`src/rtl/program_counter_if.sv`:
```
// Bus-side signal bundle for the program counter: control, flags, shared bus and status.
interface program_counter_if #(
  parameter int unsigned ADDR_WIDTH = 4
);
  logic                  count_enable;
  logic                  jump;
  logic                  jump_carry;
  logic                  jump_zero;
  logic                  carry_flag;
  logic                  zero_flag;
  logic                  halt;
  logic                  write_to_bus;
  logic [7:0]            bus_in;
  logic [7:0]            bus_out;
  logic [ADDR_WIDTH-1:0] value;
  logic                  halted;
  logic                  wrapped;

  modport master (
    output count_enable, jump, jump_carry, jump_zero, carry_flag, zero_flag,
           halt, write_to_bus, bus_in,
    input  bus_out, value, halted, wrapped
  );

  modport slave (
    input  count_enable, jump, jump_carry, jump_zero, carry_flag, zero_flag,
           halt, write_to_bus, bus_in,
    output bus_out, value, halted, wrapped
  );
endinterface

```
`src/rtl/program_counter.sv`:
```
// Fetch-address counter: increments, loads jump targets from the shared bus,
// freezes on a sticky halt, and drives its address onto the OR-bus when enabled.
module program_counter #(
  parameter int unsigned ADDR_WIDTH = 4
) (
  input  logic                   clk,
  input  logic                   rst,
  program_counter_if.slave       pc
);

  typedef enum logic {
    RUN  = 1'b0,
    HALT = 1'b1
  } state_t;

  state_t                state_q, state_d;
  logic [ADDR_WIDTH-1:0] value_q, value_d;
  logic                  wrapped_q, wrapped_d;
  logic                  take;
  logic [7:0]            value_ext;

  assign take = pc.jump
              | (pc.jump_carry & pc.carry_flag)
              | (pc.jump_zero  & pc.zero_flag);

  always_comb begin
    state_d   = state_q;
    value_d   = value_q;
    wrapped_d = 1'b0;
    case (state_q)
      RUN: begin
        // halt wins over any jump/count requested in the same cycle
        if (pc.halt) begin
          state_d = HALT;
        end else if (take) begin
          value_d = pc.bus_in[ADDR_WIDTH-1:0];
        end else if (pc.count_enable) begin
          value_d   = value_q + 1'b1;
          wrapped_d = &value_q;
        end
      end
      HALT: begin
        state_d = HALT;
      end
      default: begin
        state_d = RUN;
      end
    endcase
  end

  always_ff @(posedge clk) begin
    if (rst) begin
      state_q   <= RUN;
      value_q   <= '0;
      wrapped_q <= 1'b0;
    end else begin
      state_q   <= state_d;
      value_q   <= value_d;
      wrapped_q <= wrapped_d;
    end
  end

  // Zero-extend through a variable so ADDR_WIDTH=8 needs no zero-width fill.
  always_comb begin
    value_ext                 = '0;
    value_ext[ADDR_WIDTH-1:0] = value_q;
  end

  assign pc.bus_out = pc.write_to_bus ? value_ext : '0;
  assign pc.value   = value_q;
  assign pc.halted  = (state_q == HALT);
  assign pc.wrapped = wrapped_q;

endmodule

```
`src/flat_wrapper.sv`:
```
// flat-port wrapper written by rule: the top's interface ports become plain ports
module program_counter_flat 
#(
  parameter int unsigned ADDR_WIDTH = 4
)
  (clk, rst, pc_count_enable, pc_jump, pc_jump_carry, pc_jump_zero, pc_carry_flag, pc_zero_flag, pc_halt, pc_write_to_bus, pc_bus_in, pc_bus_out, pc_value, pc_halted, pc_wrapped);
  program_counter_if #(.ADDR_WIDTH(ADDR_WIDTH)) pc_i ();
  input  logic clk;
  input  logic rst;
  input wire logic [$bits(pc_i.count_enable)-1:0] pc_count_enable;
  input wire logic [$bits(pc_i.jump)-1:0] pc_jump;
  input wire logic [$bits(pc_i.jump_carry)-1:0] pc_jump_carry;
  input wire logic [$bits(pc_i.jump_zero)-1:0] pc_jump_zero;
  input wire logic [$bits(pc_i.carry_flag)-1:0] pc_carry_flag;
  input wire logic [$bits(pc_i.zero_flag)-1:0] pc_zero_flag;
  input wire logic [$bits(pc_i.halt)-1:0] pc_halt;
  input wire logic [$bits(pc_i.write_to_bus)-1:0] pc_write_to_bus;
  input wire logic [$bits(pc_i.bus_in)-1:0] pc_bus_in;
  output wire logic [$bits(pc_i.bus_out)-1:0] pc_bus_out;
  output wire logic [$bits(pc_i.value)-1:0] pc_value;
  output wire logic [$bits(pc_i.halted)-1:0] pc_halted;
  output wire logic [$bits(pc_i.wrapped)-1:0] pc_wrapped;
  assign pc_i.count_enable = pc_count_enable;
  assign pc_i.jump = pc_jump;
  assign pc_i.jump_carry = pc_jump_carry;
  assign pc_i.jump_zero = pc_jump_zero;
  assign pc_i.carry_flag = pc_carry_flag;
  assign pc_i.zero_flag = pc_zero_flag;
  assign pc_i.halt = pc_halt;
  assign pc_i.write_to_bus = pc_write_to_bus;
  assign pc_i.bus_in = pc_bus_in;
  assign pc_bus_out = pc_i.bus_out;
  assign pc_value = pc_i.value;
  assign pc_halted = pc_i.halted;
  assign pc_wrapped = pc_i.wrapped;
  program_counter #(.ADDR_WIDTH(ADDR_WIDTH)) u_core (.clk(clk), .rst(rst), .pc(pc_i));
endmodule
```
`config.mk`:
```
export PLATFORM = sky130hd
export DESIGN_NAME = program_counter_flat
export DESIGN_NICKNAME = d
export VERILOG_FILES = /design/src/rtl/program_counter_if.sv /design/src/rtl/program_counter.sv /design/src/flat_wrapper.sv
export SDC_FILE = /design/constraint.sdc
export NUM_CORES = 1
export LEC_CHECK = 0
export ABC_AREA = 0
export CAP_MARGIN = 30
export CORE_AREA = 2 2 39 41
export DETAILED_ROUTE_END_ITERATION = 6
export DIE_AREA = 0 0 41 43
export PLACE_DENSITY = 0.74
export SYNTH_ARGS = -nofsm -noshare
export SYNTH_HDL_FRONTEND = slang
export SYNTH_SLANG_ARGS = --single-unit
```
`constraint.sdc`:
```
create_clock -name clk -period 1.55 [get_ports clk]
set_input_delay 0.2325 -clock clk [delete_from_list [all_inputs] [get_ports clk]]
set_output_delay 0.2325 -clock clk [all_outputs]
set_load 0.005 [all_outputs]
```
==> results.txt <==
Outcome = completed
Max-slew violation count = 0
Initial antenna violation count = 0
PwrDens = 660 mW/mm²
TritonCTS clock tree = done
Starting Density = 27.8%
WP data arrival = 1.68 ns
Final worst setup slack = 0.0419 ns
Fmax = 0.663 GHz
CTS Buf Count = 3
Clock transition at path regs = 0.04 ns
Sw Share = 25.8%
FF+latch count, synth = 6
Comb power frac = 27.8%
Area Overhead vs Synth = 79.2%
Die X = 41 µm
Max cap viols = 0
Critical path capture point type = register
Placed standard-cell area = 657 µm²
Final Power = 0.000456 W
Syn Area/Cell = 8.20 µm²
Peak VDD IR = 0.379 mV
H-tree depth = 1
Commonest non-fill, non-tap cell in the layout = clkdlybuf4s50_1
Clock share of power = 32.4%
Die area = 0.00176 mm²
Place WS = -0.249 ns
CTS Buffer Depth = 2
Setup Skew = 0.00310 ns
Setup Viol. Count Final = 0
Sequential fraction of the synthesis area = 31.2%
1st-iter DRT viols = 9
Flop pwr share = 39.7%
FILL cells = 160
Die Span Y = 43 µm
Total congestion overflow = 0
CP required = 1.72 ns
Num rows = 14
Hold Vio Cnt, Final = 0
Fin util = 49.9%
Period utilization = 97.3%
DRC viols = 0
Total Nets Final = 99
Routed WL = 1.04 mm
Largest net degree at the start of global routing = 8
Int Power = 0.000338 W
Hold Path Class = register to register
I/O Buffers = 23
Most frequent cells in the layout = clkdlybuf4s50_1, buf_4, a31oi_1
1st-pass router iterations = 3
Io pins = 32
Clk root buf = clkbuf_4
Area of the multi-input gates = 241 µm²
Routed vias = 476
Switching power = 0.000118 W
Number of global-route vias before repair = 418
Routed Antenna Nets = 0
Clock Latency Late Sink = 0.25 ns
CTS sink cnt = 6
Post-Syn Area = 385 µm²
Register area = 125 µm²
Share of cells above drive strength 1 = 17.9%
Wire per inst = 11.1 µm
Global-route wire length before repair = 1.69 mm
Final cell area excluding filler cells = 691 µm²
Post-DR vias/cell = 5.06
Unrepaired setup endpoints after global routing = false
Fin crit period = 1.51 ns
All-Layer GR Usage = 14.7%
Critical Path Fanout Max = 4
Final Wtd Congestion = 0.833
LEAKAGE = 0.260 nW
Worst Path Class, Setup = input pin to register
ANT cells = 0
CP startpoint kind = input pin
Post-synthesis cell count = 47
Post-synth cell types = 26
Core area = 0.00138 mm²
Synth warn = 0
-- critical path: stages --
cell	delay, ns
clkdlybuf4s50_1	0.42
a221o_1	0.40
or4_1	0.48
a31oi_1	0.14
-- flip-flops by register name, indices dropped and copies added, names as in the netlist --
signal             cells
u_core.pc.halted       1
u_core.pc.wrapped      1
u_core.pc.value        4
-- routing by layer --
| layer | track usage [%] | wire length, µm | up-vias |
|---|---|---|---|
| met1 | 15.6 | 411 | 221 |
| met5 | 0 | 0 | - |
| met3 | 9.95 | 74 | 4 |
| met4 | 6.00 | 21 | 0 |
| met2 | 21.9 | 531 | 17 |
| li1 | - | - | 234 |
-- power groups by stage --
stage	registers (W)	logic (W)	clock network (W)
global route	0.000182	0.000140	0.000165
finish	0.000181	0.000127	0.000148
CTS	0.000180	0.000126	0.000152
floorplan	0.000179	0.0000475	0
detailed placement	0.000182	0.000126	0
global placement	0.000181	0.000124	0
-- kinds of logic (layout without fill, tap and decap cells) --
group	Yosys count	count (layout)	synth area share [%]
other cells	1	4	0.973
simple gates	21	21	31.8
compound gates	13	13	23.7
fa+ha+maj	1	1	3.25
flops	6	6	31.2
buf+inv	5	33	9.09
-- final cells by class --
type	count	area share, %
Multi-Input combinational cell	39	35.0
Tap cell	16	2.90
Sequential cell	6	18.1
Timing Repair Buffer	30	40.8
Clock buffer	3	3.26
-- cell usage after synthesis (all sizes together) --
| library cell | count | share of area [%] |
|---|---|---|
| o22ai | 1 | 1.6 |
| nor2 | 2 | 1.9 |
| nor3 | 1 | 1.3 |
| nor4 | 1 | 1.6 |
| buf | 4 | 7.8 |
| a211oi | 1 | 1.9 |
| nor2b | 1 | 1.6 |
| a31oi | 5 | 8.1 |
| clkbuf | 1 | 1.3 |
| nand4 | 1 | 1.6 |
| conb | 1 | 0.97 |
| or2 | 1 | 1.6 |
| and2 | 4 | 6.5 |
| nand2 | 2 | 1.9 |
| or4 | 2 | 3.9 |
| o21a | 2 | 3.9 |
| nor4b | 1 | 2.3 |
| dfxtp | 6 | 31 |
| ha | 1 | 3.2 |
| nand3b | 1 | 1.9 |
| nand3 | 3 | 3.9 |
| o21bai | 1 | 1.9 |
| a221oi | 1 | 2.3 |
| nand2b | 1 | 1.6 |
| a221o | 1 | 2.6 |
| o21ai | 1 | 1.3 |
-- path summary, 6_finish.rpt --
path,end,slack (ns),cells after the start,startpoint
worst min register to register,u_core.pc.value[3],0.52,2,u_core.pc.value[3]
worst min-delay path,u_core.pc.value[3],0.52,2,u_core.pc.value[3]
worst max-delay path,u_core.pc.value[2],0.04,4,pc_carry_flag
worst max register to register,u_core.pc.value[2],0.18,3,u_core.pc.halted
-- metrics by stage --
stage	std cells	hold WS (ns)	TNS (ns)
after detailed placement	90	0.547	-0.680
after global routing	94	0.543	0
after floorplan	50	0.302	0
final	94	0.524	0
after CTS	93	0.532	0
after global placement	90	0.526	-0.559
-- timing repair --
action,in CTS,in global routing
pin swaps,0,3
endpoints found under the setup margin,4,3
hold buffers,0,0
buffers inserted,0,1
gates resized for setup,3,2
(Power assumes the default switching activity.)
==> RTL edit 1 (same flow settings) <==
`value_q` no longer has a reset.
--- a/src/rtl/program_counter.sv
+++ b/src/rtl/program_counter.sv
@@ -52,11 +52,13 @@
     if (rst) begin
       state_q   <= RUN;
-      value_q   <= '0;
       wrapped_q <= 1'b0;
     end else begin
       state_q   <= state_d;
-      value_q   <= value_d;
       wrapped_q <= wrapped_d;
     end
+  end
+
+  always_ff @(posedge clk) begin
+    value_q <= value_d;
   end
 
Formal check against the unedited RTL: not equivalent (a bounded check fails within 4 cycles, from zero or initial values and one cycle with rst high).
==> RTL edit 1 against the original RTL <==
- cell count is 13% lower
- sequential cell count stayed put
- cell area is 6.3% lower
- die area stayed put
- non-clock buffer count stayed put
- area after synthesis is 9.4% lower
- total power is 3.4% higher
- first-iteration DRC count is 100% lower
- worst setup slack better by 38 ps
- count of clock-buffer cells in the layout is 1 higher
- wire length is 26% lower
- combinational power hardly changed
==> RTL edit 1: results (changes against the original RTL) <==
Place
  – Cells after DPL: 72 (was 90)
  – Placement Setup Slack: -68.2 ps (was -249 ps)
  – Post-DP Area: 577 um^2 (was 657 um^2)
  – Routability cong.: 0.757 (was 0.833)
  – Detail Placement HPWL: 627 um
  – Port Buffers: 23 (unchanged)

Clock network
  – Setup repair bufs after CTS: 2 (was 0)
  – Post-CTS sizing: 1 (was 3)
  – Clk_lat worst skew: 240 ps
  – Number of H-tree levels: 1 (unchanged)
  – Clock buffer count from CTS: 3 (unchanged)
  – Max clock buf depth: 2 (unchanged)
  – Clk pin slew, worst setup/hold paths: 50 ps

Yosys
  – Post-synthesis mux area share: 4.30% (was 0%)
  – Area share of xor/xnor cells in the synthesized design: 5.02% (was 0%)
  – Adder-cell share of the synthesized area: 3.58% (was 3.25%)
  – Post-synthesis sequential area ratio: 45.9% (was 31.2%)
  – Post-synthesis cell type count: 18 (was 26)
  – Top post-synthesis cells by count: and2_1 (4), buf_4 (4), edfxtp_1 (4) (was dfxtp_1 (6), a31oi_1 (5), and2_1 (4), buf_4 (4), nand3_1 (3))
  – Syn. warnings: 0 (unchanged)
  – Compound-Gate Fraction of Synth Area: 9.32% (was 23.7%)
  – Cells taking the most area after synthesis: edfxtp_1 (34%), dfxtp_1 (11%), buf_4 (8.6%) (was dfxtp_1 (31%), a31oi_1 (8.1%), buf_4 (7.8%))
  – Post-Synthesis Cells: 34 (was 47)
  – Number of synthesized flops with an enable pin: 4 (was 0)
  – Top FF cell, synth: edfxtp_1 (was dfxtp_1)

Global route
  – First-pass GRT wire length: 1170 um (was 1690 um)
  – Total GRT Usage: 10.9% (was 14.7%)
  – Number of global-route vias before repair: 321 (was 418)
  – Pin count of the biggest net entering global routing: 8 (unchanged)

Cells and area
  – Final Non-Filler Cells: 82 (was 94)
  – Fillers: 143 (was 160)
  – Final #Nets: 86 (was 99)
  – Layout cells sized above 1: 16.7% (was 17.9%)

Critical path
  – CP peak stage delay: 430 ps (was 480 ps)
  – CP max FO: 3 (was 4)
  – Critical Path Slowest Stage Cell: clkdlybuf4s50_1 (was or4_1)
  – Top cell family by delay on the critical path: buffers and inverters (was compound AO/OA/AOI/OAI gates)
  – Arrival time at the worst endpoint: 1240 ps (was 1680 ps)

Power and ir drop
  – Final Power: 0.000471 W (was 0.000456 W)
  – Peak supply drop: 0.329 mV (was 0.379 mV)
  – Power per cell area: 728 nW/um^2 (was 660 nW/um^2)
  – P_seq: 0.000189 W (was 0.000181 W)
  – Comb group: 0.000127 W (about the same)
  – P_leak: 0.263 nW (was 0.260 nW)
  – Switching portion of total power: 21.9% (was 25.8%)

Drt
  – Avg WL per Cell: 9.34 um (was 11.1 um)
  – Via count: 353 (was 476)
  – DR iter-0 viols: 0 (was 9)
  – First-pass DRT Iterations: 1 (was 3)

Outcome
  – Status: finished clean (unchanged)

STA
  – Worst hold margin: 505 ps (was 524 ps)
  – Tcrit/Tclk final: 94.8% (was 97.3%)
  – Clock Skew: 5.28 ps (was 3.10 ps)

Hold path
  – Worst hold path class: flip-flop to flip-flop (unchanged)
==> RTL edit 1: area by class of cell <==
class | instances | area share (%)
Clock buffer | 4 | 4.06
Multi-Input combinational cell | 26 | 24.6
Sequential cell | 6 | 24.8
Tap cell | 16 | 3.09
Timing Repair Buffer | 30 | 43.5
==> RTL edit 1: final timing paths <==
kind,cells after the start,start,end
setup / recovery,2,u_core.pc.value[1]$_DFFE_PP_,pc_bus_out[1]
hold / removal,2,u_core.pc.halted$_SDFF_PP0_,u_core.pc.halted$_SDFF_PP0_
setup reg to reg,3,u_core.pc.value[0]$_DFFE_PP_,u_core.pc.value[1]$_DFFE_PP_
hold reg to reg,2,u_core.pc.halted$_SDFF_PP0_,u_core.pc.halted$_SDFF_PP0_
==> RTL edit 1: routing by layer <==
layer	vias to the layer above	global-route usage, %	share of wire (%)
li1	173	-	-
met1	157	9.84	37
met2	19	15.9	51
met3	4	4.71	8.6
met4	0	12.0	3.3
met5	-	0	0
==> RTL edit 2 (same settings) <==
Without the edit above. `ADDR_WIDTH` is set to 4 in 3 places; all go to 3.
--- a/src/rtl/program_counter_if.sv
+++ b/src/rtl/program_counter_if.sv
@@ -1,5 +1,5 @@
 // Bus-side signal bundle for the program counter: control, flags, shared bus and status.
 interface program_counter_if #(
-  parameter int unsigned ADDR_WIDTH = 4
+  parameter int unsigned ADDR_WIDTH = 3
 );
   logic                  count_enable;
--- a/src/rtl/program_counter.sv
+++ b/src/rtl/program_counter.sv
@@ -2,5 +2,5 @@
 // freezes on a sticky halt, and drives its address onto the OR-bus when enabled.
 module program_counter #(
-  parameter int unsigned ADDR_WIDTH = 4
+  parameter int unsigned ADDR_WIDTH = 3
 ) (
   input  logic                   clk,
--- a/src/flat_wrapper.sv
+++ b/src/flat_wrapper.sv
@@ -2,5 +2,5 @@
 module program_counter_flat 
 #(
-  parameter int unsigned ADDR_WIDTH = 4
+  parameter int unsigned ADDR_WIDTH = 3
 )
   (clk, rst, pc_count_enable, pc_jump, pc_jump_carry, pc_jump_zero, pc_carry_flag, pc_zero_flag, pc_halt, pc_write_to_bus, pc_bus_in, pc_bus_out, pc_value, pc_halted, pc_wrapped);
Ports: changed (resized pc_value); port bits go from 32 to 31. The function was not compared with the original's and may differ.
==> RTL edit 2 against the original RTL <==
- first-iteration DRC count is 78% lower
- die area stayed put
- synthesized cell count is 17% lower
- worst setup slack better by 120 ps
- total power is 9.7% lower
- wire length is 24% lower
- critical endpoint is now pc_value[0]
- non-clock buffer count is 8 lower
- area after synthesis is 10% lower
- cell area is 16% lower
- critical path depth is 3 lower
- critical path type is now flip-flop to primary output
- sequential cell count is 1 lower
==> RTL edit 2: results (changes against the original RTL) <==
Outcome
  – Status: finished clean (unchanged)

Critical path
  – Top cell family by delay on the critical path: buffers and inverters (was compound AO/OA/AOI/OAI gates)
  – CP Launch Type: flip-flop (was primary input)
  – CP peak stage delay: 530 ps (was 480 ps)
  – Worst Reg-to-Reg Cells: 4 (was 3)
  – CP max FO: 5 (was 4)
  – R2r setup slk: 240 ps (was 180 ps)
  – Reg2reg start: u_core.pc.value[0]$_SDFFE_PP0P_ (was u_core.pc.halted$_SDFF_PP0_)

Place
  – Cells after DPL: 76 (was 90)
  – Routability cong.: 0.763 (was 0.833)
  – Port Buffers: 20 (was 23)
  – Post-DP Area: 559 um^2 (was 657 um^2)

Cells and area
  – Seq cells: 5 (was 6)
  – CLK BUF: 4 (was 3)
  – Final Non-Filler Cells: 80 (was 94)
  – ClkCell Share: 4.52% (was 3.26%)
  – Seq/total area: 17.2% (was 18.1%)
  – Bufs w/o clock: 22 (was 30)
  – Layout cells sized above 1: 15.6% (was 17.9%)
  – Final #Nets: 85 (was 99)
  – Max reg flops: 3 (was 4)
  – Multi-input gate area: 216 um^2 (was 241 um^2)
  – Area growth syn-to-layout: 67.9% (was 79.2%)
  – Fraction of cell area in non-clock buffers: 36.3% (was 40.8%)
  – Multi-input logic cell count: 31 (was 39)

Hold path
  – Hold wc startpoint: u_core.pc.value[1]$_SDFFE_PP0P_ (was u_core.pc.value[3]$_SDFFE_PP0P_)
  – WHS Endpoint: u_core.pc.value[1]$_SDFFE_PP0P_ (was u_core.pc.value[3]$_SDFFE_PP0P_)

Yosys
  – Post-synthesis cell type count: 18 (was 26)
  – Top post-synthesis cells by count: buf_4 (5), dfxtp_1 (5), a221oi_1 (4), nor2_1 (4), and2_1 (3) (was dfxtp_1 (6), a31oi_1 (5), and2_1 (4), buf_4 (4), nand3_1 (3))
  – Largest family of logic cells by synthesized area: compound AO/OA/AOI/OAI gates (was simple AND/OR/NAND/NOR gates)
  – Adder-cell share of the synthesized area: 7.22% (was 3.25%)

Global route
  – Total GRT Usage: 10.4% (was 14.7%)

STA
  – Tcrit/Tclk final: 89.3% (was 97.3%)
  – Clock Skew: 4.69 ps (was 3.10 ps)
  – Worst hold margin: 502 ps (was 524 ps)

Power and ir drop
  – P_seq: 0.000146 W (was 0.000181 W)

Drt
  – First-pass DRT Iterations: 2 (was 3)
  – DR vias/cell: 4.61 (was 5.06)
[RTL edit 2: tightest hold or removal path: cells and delay by family, from the launching register on]
family                 cells  cell delay (ps)
AOI/OAI and AO/OA          1               60
buffers and inverters      1               60
DFF                        1              330
[RTL edit 2: logic make-up after synthesis]
kind of cell,count (synthesis)
adder cells (fa/ha/maj),2
buffers and inverters,7
other,1
flip-flops,5
AND/OR/NAND/NOR,14
AO/OA/AOI/OAI,10
[RTL edit 2: timing repair]
action                     4_1_cts  5_1_grt
hold buffers                     0        0
setup endpoints to repair        3        0
hold endpoints to repair         0        0
resized for setup                3        0
[RTL edit 2: layer usage]
layer  vias up  global-route usage [%]  part of all wire (%)
li1        187                       -                     -
met1       161                    11.9                    42
met2        19                    15.3                    47
met3         2                    3.14                   9.2
met4         0                    8.00                   1.5
met5         -                       0                     0
